**src/rtl/axis_variant_multi.sv**
```systemverilog
// axis_variant_multi: watches CHANNELS configuration words and reports each changed word as an AXI-Stream transfer
//
// Optional feature: define AXIS_VARIANT_MULTI_REFRESH_EN to add a periodic refresh that re-reports every channel.
//
// Ports:
//   aclk          - clock, rising edge
//   aresetn       - synchronous active-low reset
//   cfg_data      - CHANNELS packed words, channel i at [i*W +: W]
//   cfg_period    - refresh period in cycles, 0 disables refresh (REFRESH_EN builds only)
//   m_axis_tready - downstream ready
//   m_axis_tdata  - value of the reported channel
//   m_axis_tdest  - index of the reported channel
//   m_axis_tvalid - output word valid
module axis_variant_multi #(
   parameter int AXIS_TDATA_WIDTH = 32,
   parameter int CHANNELS         = 4,
   parameter int DEST_WIDTH       = 2
`ifdef AXIS_VARIANT_MULTI_REFRESH_EN
  ,parameter int CNTR_WIDTH       = 32
`endif
) (
   input  logic                                 aclk,
   input  logic                                 aresetn,
   input  logic [CHANNELS*AXIS_TDATA_WIDTH-1:0] cfg_data,
`ifdef AXIS_VARIANT_MULTI_REFRESH_EN
   input  logic [CNTR_WIDTH-1:0]                cfg_period,
`endif
   input  logic                                 m_axis_tready,
   output logic [AXIS_TDATA_WIDTH-1:0]          m_axis_tdata,
   output logic [DEST_WIDTH-1:0]                m_axis_tdest,
   output logic                                 m_axis_tvalid
);
   localparam int W = AXIS_TDATA_WIDTH;

   logic [W-1:0]          snap [CHANNELS];
   logic [CHANNELS-1:0]   pend;
   logic [CHANNELS-1:0]   changed;
   logic [CHANNELS-1:0]   refresh;
   logic [CHANNELS-1:0]   clear_mask;
   logic [DEST_WIDTH-1:0] last_grant;
   logic [DEST_WIDTH-1:0] grant;
   logic [DEST_WIDTH-1:0] grant_hi;
   logic [DEST_WIDTH-1:0] grant_lo;
   logic                  found_hi;
   logic                  load;
   logic [W-1:0]          grant_data;

   always_comb begin
      changed = '0;
      for (int i = 0; i < CHANNELS; i++)
         changed[i] = cfg_data[i*W +: W] != snap[i];
   end

   // Round robin: lowest pending index above last_grant, otherwise wrap to the lowest pending index.
   always_comb begin
      grant_hi = '0;
      grant_lo = '0;
      found_hi = 1'b0;
      for (int i = CHANNELS - 1; i >= 0; i--) begin
         if (pend[i]) begin
            grant_lo = DEST_WIDTH'(i);
            if (i > int'(last_grant)) begin
               grant_hi = DEST_WIDTH'(i);
               found_hi = 1'b1;
            end
         end
      end
      grant = found_hi ? grant_hi : grant_lo;
   end

   always_comb begin
      grant_data = '0;
      for (int i = 0; i < CHANNELS; i++)
         if (grant == DEST_WIDTH'(i))
            grant_data = cfg_data[i*W +: W];
   end

   assign load       = (|pend) && (!m_axis_tvalid || m_axis_tready);
   assign clear_mask = load ? (CHANNELS'(1) << grant) : '0;

`ifdef AXIS_VARIANT_MULTI_REFRESH_EN
   logic [CNTR_WIDTH-1:0] cnt;
   logic                  wrap;

   // >= keeps the counter bounded if cfg_period shrinks below the current count.
   assign wrap    = (cfg_period != '0) && (cnt >= cfg_period - 1'b1);
   assign refresh = {CHANNELS{wrap}};

   always_ff @(posedge aclk) begin
      if (!aresetn || cfg_period == '0)
         cnt <= '0;
      else
         cnt <= wrap ? '0 : cnt + 1'b1;
   end
`else
   assign refresh = '0;
`endif

   // Sets are ORed in after the clear so a channel changing while being loaded is reported again.
   always_ff @(posedge aclk) begin
      if (!aresetn) begin
         for (int i = 0; i < CHANNELS; i++)
            snap[i] <= '0;
         pend          <= '0;
         m_axis_tdata  <= '0;
         m_axis_tdest  <= '0;
         m_axis_tvalid <= 1'b0;
         last_grant    <= DEST_WIDTH'(CHANNELS - 1);
      end else begin
         for (int i = 0; i < CHANNELS; i++)
            snap[i] <= cfg_data[i*W +: W];
         pend <= (pend & ~clear_mask) | changed | refresh;
         if (load) begin
            m_axis_tdata  <= grant_data;
            m_axis_tdest  <= grant;
            m_axis_tvalid <= 1'b1;
            last_grant    <= grant;
         end else if (m_axis_tready) begin
            m_axis_tvalid <= 1'b0;
         end
      end
   end
endmodule

```
**config.mk**
```make
export PLATFORM = sky130hd
export DESIGN_NAME = axis_variant_multi
export DESIGN_NICKNAME = d
export VERILOG_FILES = /design/src/rtl/axis_variant_multi.sv
export SDC_FILE = /design/constraint.sdc
export NUM_CORES = 1
export LEC_CHECK = 0
export ABC_CLOCK_PERIOD_IN_PS = 1770
export BUFFER_PORTS_ARGS = -buffer_cell sky130_fd_sc_hd__buf_2
export CORE_ASPECT_RATIO = 1.75
export CORE_MARGIN = 1
export CORE_UTILIZATION = 49
export CTS_CLUSTER_SIZE = 8
export DETAILED_ROUTE_END_ITERATION = 10
export GPL_TIMING_DRIVEN = 0
export PLACE_DENSITY = 0.77
export SKIP_CTS_REPAIR_TIMING = 1
export SYNTH_ARGS = -nofsm -noshare
export SYNTH_HDL_FRONTEND = slang
export SYNTH_SLANG_ARGS = --single-unit
```
**constraint.sdc**
```tcl
create_clock -name aclk -period 1.77 [get_ports aclk]
set_clock_uncertainty 0.1 [all_clocks]
set_input_delay 0.0885 -clock aclk [delete_from_list [all_inputs] [get_ports aclk]]
set_output_delay 0.0885 -clock aclk [all_outputs]
set_load 0.05 [all_outputs]
```
==> impl_metrics.env, run 1 <==
export IMPL_syn_area_um2=7190
export IMPL_ys_warn_count=0
export IMPL_cp_required_ps=2040
export IMPL_overflow=0
export IMPL_dr_wl_met2_mm=13.0
export IMPL_synth_cell_types=32
export IMPL_post_route_period_util=1.15
export IMPL_gp_congestion=0.924
export IMPL_yosys_register_bits=169
export IMPL_num_vias=6837
export IMPL_die_y_um=162
export IMPL_final_cells=1279
export IMPL_hold_viol_final=0
export IMPL_grt_pass1_vias=6101
export IMPL_drtIter0Drc=339
export IMPL_layout_commonest_cell="buf_2"
export IMPL_peakVddDrop_uv=922
export IMPL_critPathBufInv=2
export IMPL_final_core_util=0.719
export IMPL_regArea_um2=3400
export IMPL_timing_hold_ws_ps=11.0
export IMPL_cp_start_kind="flop"
export IMPL_most_common_layout_cells="buf_2 (166), dfxtp_1 (162), nand2_1 (131)"
export IMPL_routed_top_layer="met4"
export IMPL_cpLargestDelayFamily="buffers and inverters"
export IMPL_min_from="aresetn"
export IMPL_violations="negative setup slack"
export IMPL_hpwl_mm=17.3
export IMPL_rsz0062_at_grt="true"
export IMPL_seqPwrFrac=0.419
export IMPL_synth_top_area_share=0.471
export IMPL_postRouteAntennaNets=0
export IMPL_p_sw_frac=0.310
export IMPL_setup_slack_ps=-259
export IMPL_fillers=1051
export IMPL_critPathKind="reg -> reg"
export IMPL_worstReg2RegEnd="m_axis_tdata[7]"
export IMPL_die_area_um2=15200
export IMPL_place_inst=1114
export IMPL_syn_inst=769
export IMPL_p_clk_frac=0.351
export IMPL_slew_headroom=0.557
export IMPL_p_leak_nw=4.39
export IMPL_wl_met1_mm=8.72
export IMPL_syn_to_final_growth_pct=43.8
export IMPL_outcome="finished with violations"
export IMPL_design_core_area_um2=14400
export IMPL_synth_area_leader_cell="dfxtp_1"
export IMPL_cp_arrival_ps=2300
export IMPL_finalInstanceArea_um2=10300
export IMPL_clk_pin_slew_ps=60
export IMPL_synth_avg_cell_area_um2=9.35
export IMPL_slowest_stage="clkbuf_1"
export IMPL_initial_utilization=0.500
export IMPL_clock_latency_ps=430
export IMPL_crit_path_cell_trace="and3b_1 > o31ai_4 > buf_4 > clkbuf_1 > nand2_1 > a21oi_2 > a211o_1"
export IMPL_seq_area_frac_synth=0.471
export IMPL_synthTopCellsByArea="dfxtp_1 (47%), xnor2_1 (16%), and2_1 (11%)"
export IMPL_grt_usage=0.293
export IMPL_clock_sinks=169
export IMPL_wl_per_cell_um=19.5
export IMPL_grt_start_max_net_pins=17
export IMPL_die_w_um=93.6
export IMPL_fmax_mhz=493
export IMPL_power_share_combinational=0.230
export IMPL_row_count=58
export IMPL_routed_via_density=5.35
export IMPL_hold_path_class="in -> reg"
export IMPL_min_to="pend[3]"
export IMPL_syn_nets=900
export IMPL_grt_pass1_wl_mm=32.2
export IMPL_dr_wl_met3_mm=1.23
export IMPL_slew_viol_final=0
export IMPL_reg2reg_from="pend[3]"
export IMPL_ff2ff_setup_slack_ps=-260
export IMPL_cts_buffers=17
export IMPL_htreeDepth=4
export IMPL_worstMarginPinSlew_ps=665
export IMPL_drtPass1Iterations=7
export IMPL_powerDensity_nw_per_um2=983
export IMPL_r2r_cells=7
export IMPL_critPathMaxFanout=10
export IMPL_multi_input_area_um2=3770
export IMPL_ioPinCount=166
export IMPL_clockRootBuffer="clkbuf_16"
export IMPL_hold_path_depth=3
export IMPL_slowest_delay_ps=380
export IMPL_drv_cap=0
export IMPL_setup_viol=36
export IMPL_wirelength_mm=24.9
export IMPL_dpl_cell_area_um2=8250
export IMPL_endpoint_kind="flop"
export IMPL_power_switching_w=0.00315
export IMPL_clockBufferDepth=2
export IMPL_drive_above_1_share=0.257
export IMPL_p_int_w=0.00700
export IMPL_port_buffers=165
export IMPL_antenna_found_initial=1
export IMPL_min_period_ps=2030
export IMPL_fin_nets=1216
export IMPL_drc=0
export IMPL_cts_tree="yes"
[how the worst max path moves through the flow]
stage / start / end / slack (ps) / depth (start not counted)
2_1_floorplan: m_axis_tvalid / m_axis_tdata[0] / -210 / 8
3_3_place_gp: pend[1] / m_axis_tdata[8] / -660 / 6
3_5_place_dp: pend[1] / m_axis_tdata[8] / -670 / 6
4_1_cts: pend[1] / m_axis_tdata[8] / -690 / 6
5_1_grt: last_grant[0] / m_axis_tdata[4] / -320 / 7
6_report: pend[3] / m_axis_tdata[7] / -260 / 7
[worst min-delay path, stage by stage]
cell	delay, ps
buf_2	150
clkinv_1	190
a31oi_1	60
[metrics by stage]
step,setup WS [ps],TNS [ps],power (W)
after floorplan,-207,-6400,0.00558
after global placement,-661,-18750,0.00625
after detailed placement,-671,-19540,0.00628
after CTS,-693,-20360,0.00978
after global routing,-323,-9130,0.0105
final,-259,-7270,0.0102
[synthesized netlist by cell type]
cell type  count
buf_6          4
clkbuf_1      31
a21oi_1       38
nor4_1         9
nand2_1      131
or2_0          1
or3b_2         1
nor2b_1        3
mux2i_1        1
a21oi_2       30
o21ai_0        4
nand4_1       32
dfxtp_1      169
and2_1       128
nand2b_1       1
and3b_1        1
o31ai_4        1
nor2_1         6
buf_2          2
o31ai_1        2
a31oi_1        4
clkinv_1       1
buf_1          1
inv_1          1
o31a_1         1
nor3b_1        1
or4_4          1
or2_2          2
o211ai_1       1
a211o_1       32
o221ai_1       1
xnor2_1      128
[state kept, by name, indices dropped and copies added, names as in the netlist]
| register | flops |
|---|---|
| snap | 128 |
| last_grant | 2 |
| pend | 4 |
| m_axis_tvalid | 1 |
| m_axis_tdest | 2 |
| m_axis_tdata | 32 |
[power by group through the flow]
stage                     Clock (W)  Combinational (W)  Sequential, W
after floorplan                   0           0.000902        0.00468
after global placement            0            0.00193        0.00431
after detailed placement          0            0.00196        0.00432
after CTS                   0.00357            0.00197        0.00424
after global routing        0.00374            0.00247        0.00427
final                       0.00356            0.00234        0.00426
[logic make-up (layout without fill, tap and decap cells)]
logic type             after synthesis  in the layout  synth area share
AO/OA/AOI/OAI                      114            114             0.117
XOR/XNOR                           128            128             0.156
buffers and inverters               40            369            0.0254
flip-flops                         169            169             0.471
multiplexers                         1              1           0.00139
other                                0              1                 0
AND/OR/NAND/NOR                    317            317             0.230
[layer usage]
metal	up-vias	GRT usage
li1	3181	-
met1	3197	0.299
met2	336	0.528
met3	123	0.0552
met4	0	0.203
met5	-	0
[final cells by class]
type / instances / area share
Tap cell: 180 / 0.0218
Timing Repair Buffer: 298 / 0.208
Antenna cell: 1 / 0.000242
Multi-Input combinational cell: 560 / 0.365
Buffer: 37 / 0.0217
Sequential cell: 169 / 0.329
Clock buffer: 19 / 0.0429
Inverter: 2 / 0.000726
Clock inverter: 13 / 0.0115
Power figures use the tool's default switching activity.
==> inputs of run 2 (changes only) <==
==> constraint.sdc (replaced) <==
create_clock -name aclk -period 1.77 [get_ports aclk]
set_clock_uncertainty 0.1 [all_clocks]
set_input_delay 0.4425 -clock aclk [delete_from_list [all_inputs] [get_ports aclk]]
set_output_delay 0.4425 -clock aclk [all_outputs]
set_load 0.05 [all_outputs]
==> impl_metrics.env, run 2 (synthesis results as in run 1) <==
export IMPL_outcome="finished with violations"
export IMPL_violations="negative setup slack"
export IMPL_die_w_um=93.6
export IMPL_p_sw_frac=0.310
export IMPL_slew_headroom=0.604
export IMPL_post_route_period_util=1.15
export IMPL_setup_viol=36
export IMPL_layout_commonest_cell="buf_2"
export IMPL_power_w=0.00988
export IMPL_die_y_um=162
export IMPL_hold_path_class="in -> reg"
export IMPL_htreeDepth=4
export IMPL_peakVddDrop_uv=923
export IMPL_row_count=58
export IMPL_power_switching_w=0.00306
export IMPL_routed_via_density=5.29
export IMPL_clk_pin_slew_ps=70
export IMPL_cp_arrival_ps=2300
export IMPL_fillers=1237
export IMPL_critPathKind="reg -> reg"
export IMPL_syn_to_final_growth_pct=25.8
export IMPL_grt_start_max_net_pins=17
export IMPL_most_common_layout_cells="buf_2 (166), dfxtp_1 (162), nand2_1 (131)"
export IMPL_postRouteAntennaNets=0
export IMPL_top_register="snap"
export IMPL_grt_usage=0.293
export IMPL_powerDensity_nw_per_um2=1090
export IMPL_clock_sinks=169
export IMPL_wl_per_cell_um=19.0
export IMPL_drive_above_1_share=0.291
export IMPL_cp_start_kind="flop"
export IMPL_largest_reg_flops=128
export IMPL_initial_utilization=0.500
export IMPL_p_clk_frac=0.359
export IMPL_worstMarginPinSlew_ps=593
export IMPL_critPathMaxFanout=10
export IMPL_cp_required_ps=2040
export IMPL_dpl_cell_area_um2=8250
export IMPL_seqPwrFrac=0.430
export IMPL_hpwl_mm=17.3
export IMPL_finalInstanceArea_um2=9040
export IMPL_die_area_um2=15200
export IMPL_rsz0062_at_grt="true"
export IMPL_antenna_found_initial=1
export IMPL_drc=0
export IMPL_drtIter0Drc=267
export IMPL_design_core_area_um2=14400
export IMPL_setup_tns_final_ps=-7150
export IMPL_startpoint="pend[3]"
export IMPL_endpoint_kind="flop"
export IMPL_setup_slack_ps=-260
export IMPL_min_from="cfg_data[1]"
export IMPL_num_vias=6078
export IMPL_reg2reg_from="pend[3]"
export IMPL_fin_nets=1087
export IMPL_ioPinCount=166
export IMPL_final_cells=1150
export IMPL_wirelength_mm=21.9
export IMPL_grt_pass1_vias=6101
export IMPL_power_share_combinational=0.211
export IMPL_cts_tree="yes"
export IMPL_drv_cap=0
export IMPL_largest_registers="snap x128, m_axis_tdata x32, pend x4"
export IMPL_place_inst=1114
export IMPL_overflow=0
export IMPL_port_buffers=165
export IMPL_hold_viol_final=0
export IMPL_grt_pass1_wl_mm=32.2
export IMPL_clockBufferDepth=2
export IMPL_drtPass1Iterations=4
export IMPL_cts_buffers=17
export IMPL_slew_viol_final=0
export IMPL_gp_congestion=0.924
export IMPL_min_period_ps=2030
export IMPL_clockRootBuffer="clkbuf_16"
export IMPL_clock_latency_ps=430
export IMPL_p_leak_nw=3.85
export IMPL_fmax_mhz=493
export IMPL_p_int_w=0.00682
-- run 2: cell types whose count changed in the layout (fill, tap and decap cells not counted), sizes merged --
cell / before / now
dlygate4sd3: 129 / 0
-- run 2: routing by layer --
metal  routed length [um]  GRT usage
met5                    0          0
met2                11500      0.528
met1                 7960      0.299
met3                  955     0.0552
met4                 1510      0.203
-- run 2: final timing paths --
check / depth (start not counted) / to / slack, ps
setup / recovery: 7 / m_axis_tdata[7] / -260
hold / removal: 2 / snap[0][1] / 150
setup reg to reg: 7 / m_axis_tdata[7] / -260
hold reg to reg: 1 / m_axis_tdata[1] / 360
-- run 2: metrics by stage --
| step | utilization | hold WS, ps | setup slack, ps |
|---|---|---|---|
| after floorplan | - | 396 | -207 |
| after global routing | 0.629 | 151 | -317 |
| after detailed placement | 0.574 | 344 | -671 |
| after CTS | 0.613 | 143 | -693 |
| after global placement | 0.574 | 338 | -661 |
| final | 0.629 | 153 | -260 |
-- run 2: layout make-up --
class                      instances  area (um^2)  share of cell area
clock buffer                      19          443              0.0490
buffer                            37          224              0.0248
multi-input combinational        560         3770               0.417
tap                              180          225              0.0249
inverter                           2         7.51            0.000830
antenna                            1         2.50            0.000277
sequential                       169         3400               0.376
clock inverter                    13          119              0.0131
timing repair buffer             169          856              0.0946
-- run 2: power groups by stage --
stage | registers, W | logic (W) | clock network, W
3_5_place_dp | 0.00432 | 0.00196 | 0
3_3_place_gp | 0.00431 | 0.00193 | 0
2_1_floorplan | 0.00468 | 0.000902 | 0
4_1_cts | 0.00424 | 0.00197 | 0.00357
6_report | 0.00425 | 0.00208 | 0.00354
5_1_grt | 0.00427 | 0.00221 | 0.00375
-- run 2: critical path, cell delays in order (launching register included) --
cell and delay, ps:
dfxtp_2 360, and3b_1 230, o31ai_4 260, buf_4 180
clkbuf_1 370, nand2_1 190, a21oi_2 180, a211o_1 100
==> inputs of run 3 (changes only) <==
Settings changed: CORE_ASPECT_RATIO 1.75 to not set.
==> impl_metrics.env, run 3 (synthesis results as in run 1) <==
export IMPL_power_share_combinational=0.204
export IMPL_place_inst=1114
export IMPL_drv_cap=0
export IMPL_grt_start_max_net_pins=17
export IMPL_fin_nets=1090
export IMPL_wirelength_mm=21.2
export IMPL_critPathMaxFanout=10
export IMPL_cp_required_ps=2040
export IMPL_cts_tree="yes"
export IMPL_largest_reg_flops=128
export IMPL_peakVddDrop_uv=766
export IMPL_die_area_um2=15200
export IMPL_min_from="cfg_data[81]"
export IMPL_design_core_area_um2=14100
export IMPL_grt_pass1_vias=5550
export IMPL_grt_pass1_wl_mm=31.0
export IMPL_hold_viol_final=0
export IMPL_htreeDepth=4
export IMPL_power_switching_w=0.00295
export IMPL_outcome="finished with violations"
export IMPL_drtIter0Drc=533
export IMPL_min_period_ps=2030
export IMPL_slew_headroom=0.577
export IMPL_diodes=0
export IMPL_slew_viol_final=0
export IMPL_p_leak_nw=3.91
export IMPL_p_clk_frac=0.378
export IMPL_gp_congestion=0.938
export IMPL_fillers=1168
export IMPL_overflow=0
export IMPL_row_count=43
export IMPL_drc=0
export IMPL_final_cells=1151
export IMPL_initial_utilization=0.510
export IMPL_startpoint="pend[3]"
export IMPL_cp_arrival_ps=2310
export IMPL_clockBufferDepth=2
export IMPL_endpoint_kind="flop"
export IMPL_grt_usage=0.282
export IMPL_die_y_um=123
export IMPL_powerDensity_nw_per_um2=1120
export IMPL_setup_slack_ps=-263
export IMPL_drtPass1Iterations=5
export IMPL_die_w_um=123
export IMPL_r2r_cells=7
export IMPL_clock_sinks=169
export IMPL_setup_viol=36
export IMPL_worstReg2RegEnd="m_axis_tdata[8]"
export IMPL_layout_commonest_cell="buf_2"
export IMPL_clk_pin_slew_ps=60
export IMPL_reg2reg_from="pend[3]"
export IMPL_ff2ff_setup_slack_ps=-260
export IMPL_most_common_layout_cells="buf_2 (166), dfxtp_1 (162), nand2_1 (131)"
export IMPL_regArea_um2=3400
export IMPL_hpwl_mm=16.2
export IMPL_syn_to_final_growth_pct=27.1
export IMPL_clockRootBuffer="clkbuf_16"
export IMPL_fmax_mhz=492
export IMPL_port_buffers=165
export IMPL_post_route_period_util=1.15
export IMPL_hold_path_depth=2
export IMPL_timing_hold_ws_ps=158
export IMPL_rsz0062_at_grt="true"
export IMPL_largest_registers="snap x128, m_axis_tdata x32, pend x4"
export IMPL_worstMarginPinSlew_ps=634
export IMPL_num_vias=6113
export IMPL_routed_via_density=5.31
export IMPL_violations="negative setup slack"
export IMPL_postRouteAntennaNets=0
export IMPL_antenna_found_initial=1
export IMPL_min_to="snap[2][17]"
export IMPL_multi_input_area_um2=3760
export IMPL_p_int_w=0.00725
export IMPL_hold_path_class="in -> reg"
export IMPL_clock_latency_ps=430
export IMPL_cp_start_kind="flop"
export IMPL_critPathKind="reg -> reg"
export IMPL_seqPwrFrac=0.418
export IMPL_wl_per_cell_um=18.4
export IMPL_cts_buffers=17
export IMPL_top_register="snap"
export IMPL_ioPinCount=166
export IMPL_drive_above_1_share=0.288
export IMPL_p_sw_frac=0.289
run 3: cell count changes in the layout (fill, tap and decap cells not counted), sizes merged, moves of 2 or more:
cell	change
clkinvlp	-2
bufinv	+2
buf	+2
inv	-3
clkbuf	+6
clkinv	-3
run 3: power by group through the flow:
stage | logic (W) | registers (W) | clock network [W]
after CTS | 0.00194 | 0.00425 | 0.00387
after global placement | 0.00191 | 0.00432 | 0
final | 0.00208 | 0.00426 | 0.00386
after floorplan | 0.000902 | 0.00468 | 0
after detailed placement | 0.00193 | 0.00433 | 0
after global routing | 0.00221 | 0.00428 | 0.00405
run 3: area by class of cell:
| class | instances | area share |
|---|---|---|
| Clock inverter | 7 | 0.0126 |
| Timing Repair Buffer | 172 | 0.0979 |
| Multi-Input combinational cell | 560 | 0.412 |
| Sequential cell | 169 | 0.372 |
| Inverter | 2 | 0.000822 |
| Tap cell | 180 | 0.0247 |
| Clock buffer | 24 | 0.0549 |
| Buffer | 37 | 0.0251 |
run 3: worst max-delay path by stage:
| stage | endpoint | cells after the start |
|---|---|---|
| finish | m_axis_tdata[8] | 7 |
| global route | m_axis_tdata[27] | 7 |
| CTS | m_axis_tdata[26] | 6 |
| detailed placement | m_axis_tdata[26] | 6 |
| global placement | m_axis_tdata[26] | 6 |
| floorplan | m_axis_tdata[0] | 8 |
run 3: per-layer routing:
metal | routed length (um) | part of all wire | track usage | vias to the layer above
met5 | 0 | 0 | 0 | -
met4 | 665 | 0.031 | 0.112 | 0
met3 | 1520 | 0.072 | 0.0595 | 43
met2 | 9510 | 0.45 | 0.435 | 257
met1 | 9460 | 0.45 | 0.385 | 2893
li1 | - | - | - | 2920
run 3: per-stage QoR:
| step | utilization | area (um^2) | setup TNS, ps | total power [W] | worst slack (ps) |
|---|---|---|---|---|---|
| floorplan | - | 7200 | -6400 | 0.00558 | -207 |
| global placement | 0.585 | 8250 | -18090 | 0.00623 | -563 |
| detailed placement | 0.585 | 8250 | -18810 | 0.00625 | -576 |
| CTS | 0.629 | 8870 | -18890 | 0.0101 | -608 |
| global route | 0.648 | 9140 | -9730 | 0.0106 | -313 |
| finish | 0.648 | 9140 | -7730 | 0.0102 | -263 |
run 3: worst max-delay path, cell delays in order, from the launching register on:
cell,delay [ps]
dfxtp_2,420
or3b_2,470
o221ai_2,110
o211ai_1,150
buf_4,180
clkbuf_4,200
a21oi_1,220
a211o_1,130
